`config.mk`:
```
export PLATFORM = sky130hd
export DESIGN_NAME = geo_cmd_transmitter
export DESIGN_NICKNAME = d
export VERILOG_FILES = /design/src/rtl/geo_cmd_pkg.sv /design/src/rtl/geo_cmd_fifo.sv /design/src/rtl/geo_cmd_transmitter.sv
export SDC_FILE = /design/constraint.sdc
export NUM_CORES = 1
export LEC_CHECK = 0
export CAP_MARGIN = 25
export CORE_ASPECT_RATIO = 1.4
export CORE_UTILIZATION = 50
export CTS_CLUSTER_SIZE = 14
export DETAILED_ROUTE_END_ITERATION = 10
export PLACE_DENSITY = 0.7
export SLEW_MARGIN = 20
export SYNTH_ARGS = -nofsm -noshare
export SYNTH_HDL_FRONTEND = slang
export SYNTH_SLANG_ARGS = --single-unit
```
`constraint.sdc`:
```
create_clock -name clk -period 3.1 [get_ports clk]
set_clock_uncertainty 0.05 [all_clocks]
set_input_delay 0.465 -clock clk [delete_from_list [all_inputs] [get_ports clk]]
set_output_delay 0.465 -clock clk [all_outputs]
set_load 0.01 [all_outputs]
```
`src/rtl/geo_cmd_pkg.sv`:
```
// Shared constants for the geometry-processor command transmitter:
// command width, host status bit positions and drop-counter ceiling.
package geo_cmd_pkg;

  localparam int CMD_W = 16;

  localparam int ST_FULL  = 0;
  localparam int ST_EMPTY = 1;
  localparam int ST_BUSY  = 2;
  localparam int ST_OVF   = 3;

  localparam logic [7:0] DROP_CNT_MAX = 8'd255;

endpackage

```
`src/rtl/geo_cmd_fifo.sv`:
```
// Synchronous show-ahead FIFO: o_head always presents the oldest word.
// A push into a full FIFO is accepted when a pop happens in the same clock.
module geo_cmd_fifo #(
  parameter int DEPTH = 16,
  parameter int W     = 16
) (
  input  logic                     clk,
  input  logic                     reset,
  input  logic                     i_push,
  input  logic [W-1:0]             i_push_data,
  input  logic                     i_pop,
  input  logic                     i_flush,
  output logic [W-1:0]             o_head,
  output logic [$clog2(DEPTH):0]   o_count,
  output logic                     o_full,
  output logic                     o_empty
);

  localparam int AW = $clog2(DEPTH);
  localparam int CW = AW + 1;

  logic [W-1:0]  r_mem [DEPTH];
  logic [AW-1:0] r_wr_ptr;
  logic [AW-1:0] r_rd_ptr;
  logic [CW-1:0] r_count;

  logic w_do_pop;
  logic w_do_push;

  assign o_full    = (r_count == CW'(DEPTH));
  assign o_empty   = (r_count == '0);
  assign o_count   = r_count;
  assign o_head    = r_mem[r_rd_ptr];

  // Flush wins over both sides; a pop frees the slot a full-FIFO push needs.
  assign w_do_pop  = i_pop & !o_empty & !i_flush;
  assign w_do_push = i_push & !i_flush & (!o_full | w_do_pop);

  always_ff @(posedge clk) begin
    if (w_do_push) begin
      r_mem[r_wr_ptr] <= i_push_data;
    end
  end

  always_ff @(posedge clk) begin
    if (reset || i_flush) begin
      r_wr_ptr <= '0;
      r_rd_ptr <= '0;
      r_count  <= '0;
    end else begin
      if (w_do_push) r_wr_ptr <= r_wr_ptr + 1'b1;
      if (w_do_pop)  r_rd_ptr <= r_rd_ptr + 1'b1;
      case ({w_do_push, w_do_pop})
        2'b10:   r_count <= r_count + 1'b1;
        2'b01:   r_count <= r_count - 1'b1;
        default: r_count <= r_count;
      endcase
    end
  end

endmodule

```
`src/rtl/geo_cmd_transmitter.sv`:
```
// Host-side command transmitter: assembles Z80 byte writes into 16-bit words,
// queues them and strobes them out paced by fifo_cmd_busy and a minimum gap.
module geo_cmd_transmitter
  import geo_cmd_pkg::*;
#(
  parameter int DEPTH   = 16,
  parameter int MIN_GAP = 0
) (
  input  logic             clk,
  input  logic             reset,
  input  logic             host_wr_ena,
  input  logic             host_wr_hi,
  input  logic [7:0]       host_wr_data,
  input  logic             host_flush,
  input  logic             host_status_rst,
  input  logic             fifo_cmd_busy,
  output logic             fifo_cmd_ready,
  output logic [CMD_W-1:0] fifo_cmd_out,
  output logic [7:0]       host_status,
  output logic [7:0]       host_drop_cnt
);

  localparam int CW    = $clog2(DEPTH) + 1;
  localparam int GAP_W = $clog2(MIN_GAP + 2);

  logic [7:0]       r_lo;
  logic             r_ready;
  logic [CMD_W-1:0] r_out;
  logic [GAP_W-1:0] r_gap;
  logic             r_full_q;
  logic             r_empty_q;
  logic             r_busy_q;
  logic             r_ovf;
  logic [7:0]       r_drop_cnt;

  logic             w_push;
  logic             w_pop;
  logic             w_drop;
  logic [CMD_W-1:0] w_head;
  logic [CW-1:0]    w_count;
  logic             w_full;
  logic             w_empty;

  assign w_push = host_wr_ena & host_wr_hi;
  assign w_pop  = !w_empty & !fifo_cmd_busy & (r_gap == '0) & !host_flush;
  assign w_drop = w_push & !host_flush & w_full & !w_pop;

  geo_cmd_fifo #(
    .DEPTH (DEPTH),
    .W     (CMD_W)
  ) u_fifo (
    .clk         (clk),
    .reset       (reset),
    .i_push      (w_push),
    .i_push_data ({host_wr_data, r_lo}),
    .i_pop       (w_pop),
    .i_flush     (host_flush),
    .o_head      (w_head),
    .o_count     (w_count),
    .o_full      (w_full),
    .o_empty     (w_empty)
  );

  always_ff @(posedge clk) begin
    if (reset) begin
      r_lo    <= '0;
      r_ready <= 1'b0;
      r_out   <= '0;
      r_gap   <= '0;
    end else begin
      if (host_wr_ena && !host_wr_hi) r_lo <= host_wr_data;
      r_ready <= w_pop;
      if (w_pop) r_out <= w_head;
      if (host_flush)          r_gap <= '0;
      else if (w_pop)          r_gap <= GAP_W'(MIN_GAP);
      else if (r_gap != '0)    r_gap <= r_gap - 1'b1;
    end
  end

  // A drop in the same clock as a status clear counts as the first new drop.
  always_ff @(posedge clk) begin
    if (reset) begin
      r_ovf      <= 1'b0;
      r_drop_cnt <= '0;
    end else if (w_drop) begin
      r_ovf <= 1'b1;
      if (host_status_rst)                 r_drop_cnt <= 8'd1;
      else if (r_drop_cnt != DROP_CNT_MAX) r_drop_cnt <= r_drop_cnt + 1'b1;
    end else if (host_status_rst) begin
      r_ovf      <= 1'b0;
      r_drop_cnt <= '0;
    end
  end

  always_ff @(posedge clk) begin
    if (reset) begin
      r_full_q  <= 1'b0;
      r_empty_q <= 1'b1;
      r_busy_q  <= 1'b0;
    end else begin
      r_full_q  <= (w_count == CW'(DEPTH));
      r_empty_q <= w_empty;
      r_busy_q  <= fifo_cmd_busy;
    end
  end

  always_comb begin
    host_status           = '0;
    host_status[ST_FULL]  = r_full_q;
    host_status[ST_EMPTY] = r_empty_q;
    host_status[ST_BUSY]  = r_busy_q;
    host_status[ST_OVF]   = r_ovf;
  end

  assign fifo_cmd_ready = r_ready;
  assign fifo_cmd_out   = r_out;
  assign host_drop_cnt  = r_drop_cnt;

endmodule

```
==> flow_summary_export.csv, run 1 <==
group,metric,value,unit
floorplanning,initial_core_util,50.8,%
place,portBuffers,43,
timing,rsz0062_at_grt,"false",
detailed_routing,wl_per_cell,22.5,um
setup_path,path_max_fanout,7,
timing,finalSetupViolCount,0,
synthesis,mappedNetlistArea,0.0121,mm^2
setup_path,crit_slowest_cell,"or4_4",
grt,grt_pass1_wl,37700,um
final_layout,mostFrequentLayoutCells,"256 x edfxtp_1, 80 x mux2i_1, 49 x dfxtp_1",
detailed_routing,drc,0,
hold_path,hold_class,"flop to flop",
timing,max_freq,0.404,GHz
cts,clock_latency,0.54,ns
synthesis,synth_edf_count,256,
setup_path,r2r_end,"u_fifo.o_count[4]",
timing,setup_tns,0,ns
cts,post_cts_resized,0,
grt,use_met2,37.5,%
flow_run,max_cap_violations,0,
setup_path,cpLargestDelayFamily,"simple AND/OR/NAND/NOR gates",
place,dpl.hpwl,15300,um
cts,hold_buffers,0,
detailed_routing,drt_iter0_drc,394,
power,p_comb_share,1.7,%
detailed_routing,ant_nets,0,
floorplanning,rows,67,
floorplanning,coreArea,0.0238,mm^2
hold_path,hold_depth,2,
setup_path,r2r_start,"u_fifo.o_count[0]",
detailed_routing,wl,24800,um
final_layout,antenna_cells,0,
grt,grt_pass1_vias,6637,
grt,use_met3,2.53,%
cts,cts_root_buf,"clkbuf_16",
final_layout,layout.cells.non_filler,1104,
place,gp_congestion,0.795,
timing,hold_ws,0.439,ns
synthesis,ys_ff_latch,307,
cts,cts-htree-levels,1,
cts,clk_path_buf_depth,3,
floorplanning,fp.dieH,186,um
floorplanning,die-area,0.0248,mm^2
hold_path,min_to,"r_ovf",
synthesis,synth_cell_types,52,
setup_path,cpPeakStageDelay,0.62,ns
cts,cts.sinks,307,
final_layout,final-seq-area,0.00871,mm^2
power,netSwitchingFraction,19.1,%
grt,busiest_layer,"met2",
timing,hold_violations,0,
final_layout,final_nets,797,
power,p_int,0.00644,W
status,run_status,"complete, no violations",
grt,antenna_found_initial,0,
setup_path,crit_buf_inv,0,
final_layout,multi_input_area,0.00314,mm^2
setup_path,required,3.52,ns
power,p_clk_share,41.8,%
floorplanning,die_w,133,um
setup_path,critical_path_arrival,2.89,ns
setup_path,crit_chain,"or4_4 -> o21ai_2 -> nor2_1 -> fa_1 -> nand3_1 -> a21oi_1 -> a2bb2oi_2 -> mux2i_1",
cts,cts_buffers,28,
setup_path,crit_type,"flop to flop",
final_layout,fill_cells,1794,
grt,overflow,0,
detailed_routing,first_pass_iters,5,
timing,worstMarginPinSlew,0.873,ns
setup_path,end_kind,"flop",
timing,period_minus_slack,2.47,ns
detailed_routing,vias,6471,
detailed_routing,viasPerCell,5.86,
final_layout,drive_above_1_share,16.1,%
floorplanning,ioPinCount,48,
final_layout,utilization,58.0,%
grt,met1_usage,24.2,%
grt,grt_usage,20.3,%
setup_path,critPathLaunchType,"flop",
timing,finalCritPeriodShare,79.8,%
cts,path_clk_slew,0.06,ns
synthesis,synth-seq-area-share,72.0,%
synthesis,synth_ff_type,"edfxtp_1",
setup_path,r2r_cells,8,
timing,slew-limit-headroom,41.8,%
power,p_switching,0.00152,W
synthesis,synth_cells,716,
synthesis,async_flop_share,0,%
cts,cts_tree,"done",
synthesis,yosys_warnings,0,
hold_path,min_from,"r_ovf",
power,p_leak,4.35,nW
setup_path,reg2reg_setup_slack,0.63,ns
cts,post_cts_buffers,0,
grt,grt_max_degree,37,
power,ir_worst_vdd,0.438,mV
timing,drv_slew,0,
synthesis,avgSynthCellArea,16.9,um^2
power,seqPwrFrac,56.6,%
power,power_density,576,mW/mm^2
final_layout,layout_commonest_cell,"edfxtp_1",
final_layout,synthToLayoutAreaGrowth,14.2,%
place,dp.cells,1052,
cell type report:
type	count	share of cell area, %
clock buffer	43	5.99
clock inverter	9	0.525
inverter	4	0.109
multi-input combinational	360	22.7
sequential	307	63.1
tap	310	2.81
timing repair buffer	71	4.82
stage by stage:
stage,power [W],instance area (um^2),setup slack (ns)
floorplan,0.00465,12100,0.0923
global placement,0.00472,12900,0.323
detailed placement,0.00472,12900,0.205
CTS,0.00802,13800,0.632
global route,0.00817,13800,0.509
finish,0.00796,13800,0.628
worst register-to-register path: stages, from the launching register on:
cell and delay, ns:
dfxtp_1 0.40, or4_4 0.63, o21ai_2 0.16, nor2_1 0.12
fa_1 0.48, nand3_1 0.13, a21oi_1 0.09, a2bb2oi_2 0.15
mux2i_1 0.19
worst max path at each step:
stage	startpoint	end	slack (ns)	cells past startpoint
after global placement	host_flush	u_fifo.o_count[4]	0.32	9
after floorplan	host_flush	u_fifo.r_mem[0][0]	0.09	5
after CTS	u_fifo.o_count[0]	u_fifo.o_count[4]	0.63	8
after detailed placement	host_flush	u_fifo.o_count[4]	0.21	9
after global routing	u_fifo.o_count[0]	u_fifo.o_count[4]	0.51	8
final	u_fifo.o_count[0]	u_fifo.o_count[4]	0.63	8
Yosys cell counts, types with 2 or more instances:
cell	count	share of area (%)
mux2i_1	80	6.6
nor3_1	22	0.91
ha_1	9	0.93
or3_1	3	0.16
a22oi_1	16	0.99
or4_1	4	0.25
o211ai_1	2	0.12
o31ai_1	3	0.19
buf_2	12	0.50
or2_2	3	0.16
a211oi_1	7	0.43
edfxtp_1	256	64
xor2_1	4	0.29
dfxtp_1	51	8.4
mux4_2	32	6.0
clkbuf_1	16	0.50
nand3b_1	4	0.25
nand2b_1	3	0.16
buf_1	3	0.093
inv_1	4	0.12
or3b_1	2	0.14
and3_1	3	0.16
buf_4	14	0.87
xnor2_1	2	0.14
and2_1	2	0.10
o22ai_1	32	1.7
and4_1	2	0.14
a211oi_2	10	1.0
nand2_1	17	0.53
a21oi_1	14	0.58
nand3_1	6	0.25
nor2b_1	3	0.16
buf_6	3	0.28
nor2_1	48	1.5
o21ai_0	5	0.21
o41ai_1	2	0.14
nand4_1	2	0.10
routing by layer:
layer | part of all wire (%) | vias to the layer above
met1 | 39 | 3311
met5 | 0 | -
met3 | 5.0 | 43
li1 | - | 2920
met2 | 53 | 197
met4 | 2.9 | 0
sequential cells by signal (all words and copies together), names as in the netlist:
name,count
r_gap,1
r_full_q,1
r_ovf,1
r_empty_q,1
r_busy_q,1
u_fifo.o_count,5
fifo_cmd_out,16
u_fifo.r_mem,256
u_fifo.r_wr_ptr,4
host_drop_cnt,8
fifo_cmd_ready,1
r_lo,8
u_fifo.r_rd_ptr,4
logic make-up (layout without fill, tap and decap cells):
group | Yosys count | after routing | synth area share [%]
flip-flops | 307 | 307 | 72.0
AND/OR/NAND/NOR | 129 | 129 | 5.42
multiplexers | 113 | 113 | 12.7
AO/OA/AOI/OAI | 97 | 97 | 5.96
buffers and inverters | 53 | 127 | 2.40
adder cells (fa/ha/maj) | 10 | 10 | 1.10
XOR/XNOR | 6 | 6 | 0.434
other | 1 | 5 | 0.0310
power groups by stage:
| stage | sequential (W) | clock, W | combinational, W |
|---|---|---|---|
| floorplan | 0.00458 | 0 | 0.0000665 |
| global placement | 0.00459 | 0 | 0.000126 |
| detailed placement | 0.00459 | 0 | 0.000132 |
| CTS | 0.00450 | 0.00338 | 0.000133 |
| global route | 0.00451 | 0.00353 | 0.000143 |
| finish | 0.00450 | 0.00333 | 0.000132 |
Note: power is estimated with default switching activity, not from simulation.
==> inputs of run 2 (changes only) <==
==> constraint.sdc (replaced) <==
create_clock -name clk -period 2 [get_ports clk]
set_clock_uncertainty 0.05 [all_clocks]
set_input_delay 0.3 -clock clk [delete_from_list [all_inputs] [get_ports clk]]
set_output_delay 0.3 -clock clk [all_outputs]
set_load 0.01 [all_outputs]
==> flow_summary_export.csv, run 2 (synthesized netlist as in run 1, its figures left out) <==
group,metric,value,unit
flow_run,max_cap_violations,0,
power,p_leak,4.75,nW
final_layout,drive_above_1_share,25.1,%
place,dpl.hpwl,16800,um
grt,overflow,0,
final_layout,layout_commonest_cell,"edfxtp_1",
timing,max_freq,0.453,GHz
timing,period_minus_slack,2.21,ns
timing,hold_violations,0,
detailed_routing,ant_nets,0,
setup_path,end_kind,"flop",
detailed_routing,wl,27900,um
place,pre_cts_ws,-0.509,ns
floorplanning,die-area,0.0248,mm^2
floorplanning,fp.dieH,186,um
floorplanning,coreArea,0.0238,mm^2
final_layout,top_register,"u_fifo.r_mem",
grt,grt_max_degree,57,
power,power_density,852,mW/mm^2
setup_path,r2r_cells,8,
cts,cts_buffers,29,
hold_path,hold_class,"input pin to flop",
timing,rsz0062_at_grt,"true",
setup_path,r2r_end,"u_fifo.o_count[3]",
final_layout,largest_register_ffs,256,
setup_path,crit_chain,"or4_4 -> o21ai_4 -> nor2_4 -> ha_4 -> nand3_1 -> and3_1 -> o21ai_0 -> mux2i_1",
status,failed_checks,"setup timing",
setup_path,critical_path_arrival,2.57,ns
detailed_routing,viasPerCell,5.89,
setup_path,path_max_fanout,4,
detailed_routing,drt_iter0_drc,414,
setup_path,crit_type,"flop to flop",
detailed_routing,vias,6863,
setup_path,critPathLaunchType,"flop",
status,run_status,"complete, but fails checks",
grt,grt_pass1_wl,41300,um
cts,path_clk_slew,0.07,ns
final_layout,antenna_cells,0,
grt,antenna_found_initial,0,
detailed_routing,drc,0,
hold_path,min_to,"r_busy_q",
timing,finalCritPeriodShare,110,%
timing,finalSetupViolCount,70,
setup_path,r2r_start,"u_fifo.o_count[0]",
cts,cts-htree-levels,1,
setup_path,cpPeakStageDelay,0.56,ns
power,ir_worst_vdd,0.738,mV
grt,grt_pass1_vias,6998,
cts,cts.sinks,307,
setup_path,reg2reg_setup_slack,-0.21,ns
cts,cts_root_buf,"clkbuf_16",
cts,clk_path_buf_depth,3,
floorplanning,rows,67,
final_layout,final_nets,858,
detailed_routing,first_pass_iters,5,
setup_path,required,2.37,ns
hold_path,hold_depth,2,
grt,grt_usage,22.6,%
final_layout,mostFrequentLayoutCells,"256 x edfxtp_1, 80 x mux2i_1, 53 x buf_4",
place,portBuffers,43,
timing,worstMarginPinSlew,0.699,ns
final_layout,synthToLayoutAreaGrowth,22.8,%
place,dpl-instance-area,0.0136,mm^2
setup_path,crit_slowest_cell,"or4_4",
hold_path,min_from,"fifo_cmd_busy",
timing,setup_slack,-0.207,ns
final_layout,final_cell_area,0.0149,mm^2
timing,drv_slew,0,
cts,cts_tree,"done",
floorplanning,initial_core_util,50.8,%
floorplanning,die_w,133,um
floorplanning,ioPinCount,48,
timing,slew-limit-headroom,53.3,%
detailed_routing,wl_per_cell,24.0,um
cts,clock_latency,0.54,ns
place,gp_congestion,0.876,
run 2: cell count changes in the layout (fill, tap and decap cells not counted), moves of 3 or more:
cell       delta
nor2_4        +9
dfxtp_2       +4
dfxtp_1       -4
clkbuf_16     +4
buf_6         +9
buf_12       +19
a21oi_1       -3
nor3_4        +3
nor2_1       -10
buf_4        +27
a21oi_2       +3
nor3_2        -3
run 2: through the flow:
step	setup TNS [ns]	cells	hold slack, ns	util [%]	total power, W
after floorplan	-36.56	720	0.349	-	0.00721
after global placement	-82.85	1098	0.411	57.1	0.00735
after detailed placement	-88.51	1098	0.441	57.1	0.00737
after CTS	-10.05	1160	0.348	61.9	0.0127
after global routing	-8.63	1165	0.389	62.4	0.0130
final	-4.19	1165	0.362	62.4	0.0127
run 2: what timing repair did:
item,CTS,global route
buffers inserted,6,3
hold buffers,0,0
gates resized for setup,20,11
setup endpoints to repair,127,275
gates cloned,3,3
pin swaps,8,6
run 2: how the worst max path moves through the flow:
stage,end,cells after the start,startpoint
CTS,u_fifo.o_count[2],8,u_fifo.o_count[0]
finish,u_fifo.o_count[3],8,u_fifo.o_count[0]
detailed placement,u_fifo.r_mem[4][2],6,fifo_cmd_busy
global route,u_fifo.o_count[3],8,u_fifo.o_count[0]
global placement,u_fifo.r_mem[4][1],6,fifo_cmd_busy
floorplan,u_fifo.r_mem[4][0],5,host_flush
run 2: critical path, delay by kind of cell, from the launching register on:
kind	cells	cell delay [ns]
AND/OR/NAND/NOR	4	0.92
adder cells (fa/ha/maj)	1	0.30
AO/OA/AOI/OAI	2	0.38
flip-flops	1	0.32
multiplexers	1	0.10
run 2: per-layer routing:
metal	part of all wire, %	vias to the layer above	wire length, um	global-route usage [%]
met3	4.8	62	1330	2.45
met5	0	-	0	0
met1	37	3512	10400	27.0
li1	-	3049	-	-
met2	54	240	15000	41.6
met4	3.9	0	1090	8.91
run 2: final cells by class:
class | count | area [um^2]
clock buffers | 44 | 833
clock inverters | 9 | 111
fillers | 1681 | 8940
inverters | 4 | 15.0
multi-input cells | 360 | 3320
flip-flops and latches | 307 | 8720
well taps | 310 | 388
repair buffers | 131 | 1480
run 2: where the power goes:
group | leakage (nW) | switching, W | internal (W)
clock network | 0.455 | 0.00228 | 0.00314
logic | 1.51 | 0.000151 | 0.000105
registers | 2.79 | 0.0000483 | 0.00693
total | 4.75 | 0.00248 | 0.0102
